**config.mk**
```make
export PLATFORM = sky130hd
export DESIGN_NAME = lock_loss_monitor
export DESIGN_NICKNAME = d
export VERILOG_FILES = /design/src/rtl/lock_loss_monitor.sv
export SDC_FILE = /design/constraint.sdc
export NUM_CORES = 1
export LEC_CHECK = 0
export CAP_MARGIN = 20
export CORE_MARGIN = 2
export CORE_UTILIZATION = 62
export DETAILED_ROUTE_END_ITERATION = 8
export GPL_ROUTABILITY_DRIVEN = 1
export PLACE_DENSITY = 0.85
export SETUP_SLACK_MARGIN = 0.05
export SYNTH_ARGS = -nofsm -noshare
export SYNTH_HDL_FRONTEND = slang
export SYNTH_SLANG_ARGS = --single-unit
```
**constraint.sdc**
```tcl
create_clock -name CLK -period 4.3 [get_ports CLK]
set_clock_uncertainty 0.05 [all_clocks]
set_input_delay 0.86 -clock CLK [delete_from_list [all_inputs] [get_ports CLK]]
set_output_delay 0.86 -clock CLK [all_outputs]
set_load 0.01 [all_outputs]
```
**src/rtl/lock_loss_monitor.sv**
```systemverilog
// lock_loss_monitor: debounced QPLL/MMCM lock-loss detector with restart pulse, holdoff, retry limit; LOCK_MON_QPLL_EN adds QPLL_LOCK to lock_ok
module lock_loss_monitor #(
  parameter logic [7:0]  DEBOUNCE  = 8'd40,
  parameter logic [3:0]  RST_PULSE = 4'd8,
  parameter logic [15:0] HOLDOFF   = 16'd4000,
  parameter logic [3:0]  MAX_RETRY = 4'd3
) (
  input  logic       CLK,
  input  logic       RST,
  input  logic       RUN,
  input  logic       QPLL_LOCK,
  input  logic       MMCM_LOCK,
  input  logic       CLR_FAULT,
  output logic       RESTART_REQ,
  output logic       LOCK_FAULT,
  output logic [7:0] LOSS_CNT,
  output logic [2:0] MON_STATE
);
  typedef enum logic [2:0] {
    S_IDLE    = 3'd0,
    S_ARMED   = 3'd1,
    S_DEB     = 3'd2,
    S_RESTART = 3'd3,
    S_HOLD    = 3'd4,
    S_FAULT   = 3'd5
  } state_t;
  localparam logic [15:0] DEB_LAST   = 16'(DEBOUNCE) - 16'd1;
  localparam logic [15:0] PULSE_LAST = 16'(RST_PULSE) - 16'd1;
  localparam logic [15:0] HOLD_LAST  = HOLDOFF - 16'd1;
  state_t      state;
  logic [15:0] cnt;
  logic [3:0]  retry_cnt;
  logic [1:0]  m_sync;
  logic        lock_ok;
  always_ff @(posedge CLK or posedge RST)
    if (RST) m_sync <= '0;
    else m_sync <= {m_sync[0], MMCM_LOCK};
`ifdef LOCK_MON_QPLL_EN
  logic [1:0] q_sync;
  always_ff @(posedge CLK or posedge RST)
    if (RST) q_sync <= '0;
    else q_sync <= {q_sync[0], QPLL_LOCK};
  assign lock_ok = m_sync[1] & q_sync[1];
`else
  logic unused_qpll;
  assign unused_qpll = QPLL_LOCK;
  assign lock_ok = m_sync[1];
`endif
  assign MON_STATE = state;
  // cnt is shared: arm-stability, debounce, pulse width and holdoff; each state entry clears it
  always_ff @(posedge CLK or posedge RST)
    if (RST) begin
      state       <= S_IDLE;
      cnt         <= '0;
      retry_cnt   <= '0;
      RESTART_REQ <= 1'b0;
      LOCK_FAULT  <= 1'b0;
      LOSS_CNT    <= '0;
    end else begin
      case (state)
        S_IDLE:
          if (RUN && lock_ok) begin
            state <= S_ARMED;
            cnt   <= '0;
          end
        S_ARMED:
          if (!RUN) state <= S_IDLE;
          else if (!lock_ok) begin
            state <= S_DEB;
            cnt   <= '0;
          end else if (cnt == HOLD_LAST) retry_cnt <= '0;
          else cnt <= cnt + 16'd1;
        S_DEB:
          if (!RUN) state <= S_IDLE;
          else if (lock_ok) begin
            state <= S_ARMED;
            cnt   <= '0;
          end else if (cnt == DEB_LAST) begin
            LOSS_CNT <= (LOSS_CNT == 8'hff) ? LOSS_CNT : LOSS_CNT + 8'd1;
            if (retry_cnt == MAX_RETRY) begin
              state      <= S_FAULT;
              LOCK_FAULT <= 1'b1;
            end else begin
              retry_cnt   <= retry_cnt + 4'd1;
              state       <= S_RESTART;
              RESTART_REQ <= 1'b1;
              cnt         <= '0;
            end
          end else cnt <= cnt + 16'd1;
        S_RESTART:
          if (cnt == PULSE_LAST) begin
            RESTART_REQ <= 1'b0;
            state       <= S_HOLD;
            cnt         <= '0;
          end else cnt <= cnt + 16'd1;
        S_HOLD:
          if (cnt == HOLD_LAST) state <= S_IDLE;
          else cnt <= cnt + 16'd1;
        S_FAULT: begin
          RESTART_REQ <= 1'b0;
          LOCK_FAULT  <= 1'b1;
          if (CLR_FAULT) state <= S_IDLE;
        end
        default: begin
          state       <= S_IDLE;
          RESTART_REQ <= 1'b0;
        end
      endcase
      // placed last so a clear overrides a same-cycle loss count or retry increment
      if (CLR_FAULT) begin
        LOSS_CNT   <= '0;
        retry_cnt  <= '0;
        LOCK_FAULT <= 1'b0;
      end
    end
endmodule

```
==> qor.yml <==
status:
  status: "completed"
pwr:
  ir_worst_vdd_uv: 288
  p_clk_share_pct: 22.7
  powerDensity_nw_per_um2: 440
  internal-power_w: 0.000633
  pwr-share-seq_pct: 38.6
  leakage_nw: 0.984
  combPwrFrac_pct: 38.7
  p_switching_w: 0.000437
  swShare_pct: 40.8
finish:
  drive_gt1_share_pct: 7.94
  multi_input_area_um2: 1210
  fillCellCount: 283
  fin_nets: 260
  seqCellArea_um2: 876
  syn2layout_area_growth_pct: 13.4
  diodes: 0
global_route:
  use_met1_pct: 38.4
  antenna_found_initial: 0
  grtUsageMet3_pct: 4.50
  grt_max_degree: 36
  grt_first_pass_wirelength_um: 8050
  met2_usage_pct: 36.4
  grt_pass1_vias: 1698
  grt.busiest_layer: "met1"
  overflow: 0
  grt_usage_pct: 25.9
place:
  hpwl_um: 3160
  portBuffers: 17
  gp_congestion: 0.856
  post-place-ws_ns: 0.907
clock_tree:
  cts_sinks: 35
  htree_levels: 2
  cts_setup_buffers: 0
  numCtsBuffers: 5
  insertion_delay_ns: 0.36
  cts_tree: "yes"
  clockBufferDepth: 2
  hold_buffers: 0
  cts_root_buffer: "clkbuf_4"
  clk_pin_slew_ns: 0.11
  ctsResizeCount: 0
synth:
  muxShareOfSynthArea_pct: 1.98
  synth_area_um2: 2140
  synth-async-reset-ratio_pct: 100
  synth_edf_count: 0
  ys.flop_type: "dfrtp_1"
  syn_area_per_cell_um2: 9.20
  netlist_top_cells_count: "dfrtp_1, nand2_1, a21oi_1, nor2_1, nand3_1"
  yosysTopAreaCell: "dfrtp_1"
  synth_cell_types: 59
  netlist_instances: 233
  yosys_warnings: 0
  mappedNetlistNets: 242
  synth_seq_area_share_pct: 40.8
  synth_fa_ha_area_share_pct: 1.75
  synth-compound-area-share_pct: 19.7
  synthSimpleGateAreaFrac_pct: 30.6
  synth_top_family_by_area: "simple AND/OR/NAND/NOR gates"
  ys_top_cells_by_area: "dfrtp_1, a21oi_1, nand2_1"
  yosysMostFrequentCell: "dfrtp_1"
  synth_top_cell_area_share_pct: 40.8
  synthXorXnorAreaFrac_pct: 2.45
  ys_ff_latch: 35
sta:
  setup_ws_ns: 1.16
  hold_viol: 0
  layout_min_cycle_time_ns: 3.14
  fin_crit_sh_pct: 73.0
  max_freq_ghz: 0.318
  rsz0062_at_grt: "no"
  slew-limit-headroom_pct: 40.0
  report.final.slew_viol_count: 0
  fin_tns_setup_ns: 0
  tightestPinTransition_ns: 0.894
  setup_viol_count_final: 0
route:
  drt_iter0_drc: 134
  dr.pass1.iters: 5
  drcViolationCount: 0
  vias_per_cell: 6.38
  wirelength_um: 4670
  postRouteAntennaNets: 0
  avgRoutedWirePerCell_um: 15.7
  num_vias: 1901
setup_path:
  critPathArrivalTime_ns: 3.38
  critPathRequiredTime_ns: 4.54
  end_kind: "flop"
  worst_setup_path_start_kind: "primary input"
  criticalPathCategory: "in2reg"
  cp_max_fo: 13
floorplan:
  fp.dieArea_um2: 3950
  initial_core_util_pct: 64.3
  rows: 21
  dieWidth_um: 62.8
  die_h_um: 62.8
  ios: 19
  core_region_area_um2: 3340
flow_run:
  maxCapViolations: 0
min_path:
  worstHoldPathType: "reg2reg"
-- through the flow --
| stage | hold WS [ns] | total power, W | util [%] | std cells | cell area (um2) |
|---|---|---|---|---|---|
| 2_1_floorplan | 0.281 | 0.000710 | - | 233 | 2140 |
| 3_3_place_gp | 0.287 | 0.000815 | 70.4 | 290 | 2350 |
| 3_5_place_dp | 0.286 | 0.000822 | 70.4 | 290 | 2350 |
| 4_1_cts | 0.313 | 0.00107 | 72.9 | 298 | 2430 |
| 5_1_grt | 0.325 | 0.00114 | 72.9 | 298 | 2430 |
| 6_report | 0.311 | 0.00107 | 72.9 | 298 | 2430 |
-- critical path, cell delays in order --
cell and delay, ns:
clkdlybuf4s50_1 0.77, o21ai_0 0.18, a22oi_1 0.42, o21ai_1 0.43, or4_1 0.62, o21ai_1 0.10
-- path summary, 6_finish.rpt --
path,to,from,depth (start not counted),slack (ns)
max in group asynchronous,MON_STATE[1],RST,3,3.05
worst max register to register,cnt[8],retry_cnt[0],7,1.62
worst min register to register,m_sync[1],m_sync[0],0,0.31
worst max-delay path,cnt[10],RUN,6,1.16
min in group asynchronous,cnt[2],RST,3,0.83
worst min-delay path,m_sync[1],m_sync[0],0,0.31
-- cells in the final DEF, fill, tap and decap left out, types with 3 or more instances in the layout --
| master | Yosys | routed |
|---|---|---|
| nor4_4 | 3 | 3 |
| o31ai_1 | 4 | 4 |
| and2_1 | 3 | 3 |
| a21oi_1 | 22 | 22 |
| dfrtp_1 | 35 | 35 |
| and3_1 | 8 | 8 |
| ha_1 | 3 | 3 |
| nand4_1 | 7 | 7 |
| clkdlybuf4s50_1 | 0 | 17 |
| nand3_1 | 9 | 9 |
| inv_1 | 7 | 7 |
| xor2_1 | 5 | 5 |
| nand2b_1 | 3 | 3 |
| o21a_1 | 3 | 3 |
| nor3_1 | 4 | 4 |
| o21ai_1 | 3 | 3 |
| nor2b_1 | 4 | 4 |
| clkbuf_4 | 0 | 5 |
| a31oi_1 | 4 | 4 |
| o21ai_0 | 3 | 3 |
| o221ai_1 | 3 | 3 |
| nor2_1 | 19 | 19 |
| nand2_1 | 27 | 27 |
| o21bai_1 | 3 | 3 |
-- final cells by class --
cell class | instances | share of cell area (%)
Clock buffer | 5 | 1.54
Multi-Input combinational cell | 184 | 49.9
Tap cell | 46 | 2.37
Clock inverter | 3 | 1.80
Inverter | 7 | 1.08
Timing Repair Buffer | 18 | 7.31
Sequential cell | 35 | 36.0
-- flip-flops by register name, summed over array words and instances (netlist names) --
signal,cells
LOCK_FAULT,1
LOSS_CNT,8
MON_STATE,3
RESTART_REQ,1
cnt,16
m_sync,2
retry_cnt,4
-- logic make-up after synthesis --
| kind of cell | Yosys count |
|---|---|
| XOR/XNOR | 6 |
| AO/OA/AOI/OAI | 62 |
| AND/OR/NAND/NOR | 109 |
| flip-flops | 35 |
| adder cells (fa/ha/maj) | 3 |
| multiplexers | 4 |
| buffers and inverters | 14 |
-- power by group through the flow --
stage / combinational, W / clock, W / sequential [W]
6_report: 0.000414 / 0.000243 / 0.000413
5_1_grt: 0.000454 / 0.000263 / 0.000421
4_1_cts: 0.000408 / 0.000247 / 0.000411
3_5_place_dp: 0.000404 / 0 / 0.000418
3_3_place_gp: 0.000399 / 0 / 0.000416
2_1_floorplan: 0.000318 / 0 / 0.000392
-- metal layers --
layer  share of wire (%)  vias up
li1                    -      909
met5                   0        -
met4                 1.3        0
met2                  46       67
met1                  46      918
met3                 6.2        7
No activity file was read; power rests on OpenSTA's default activity.
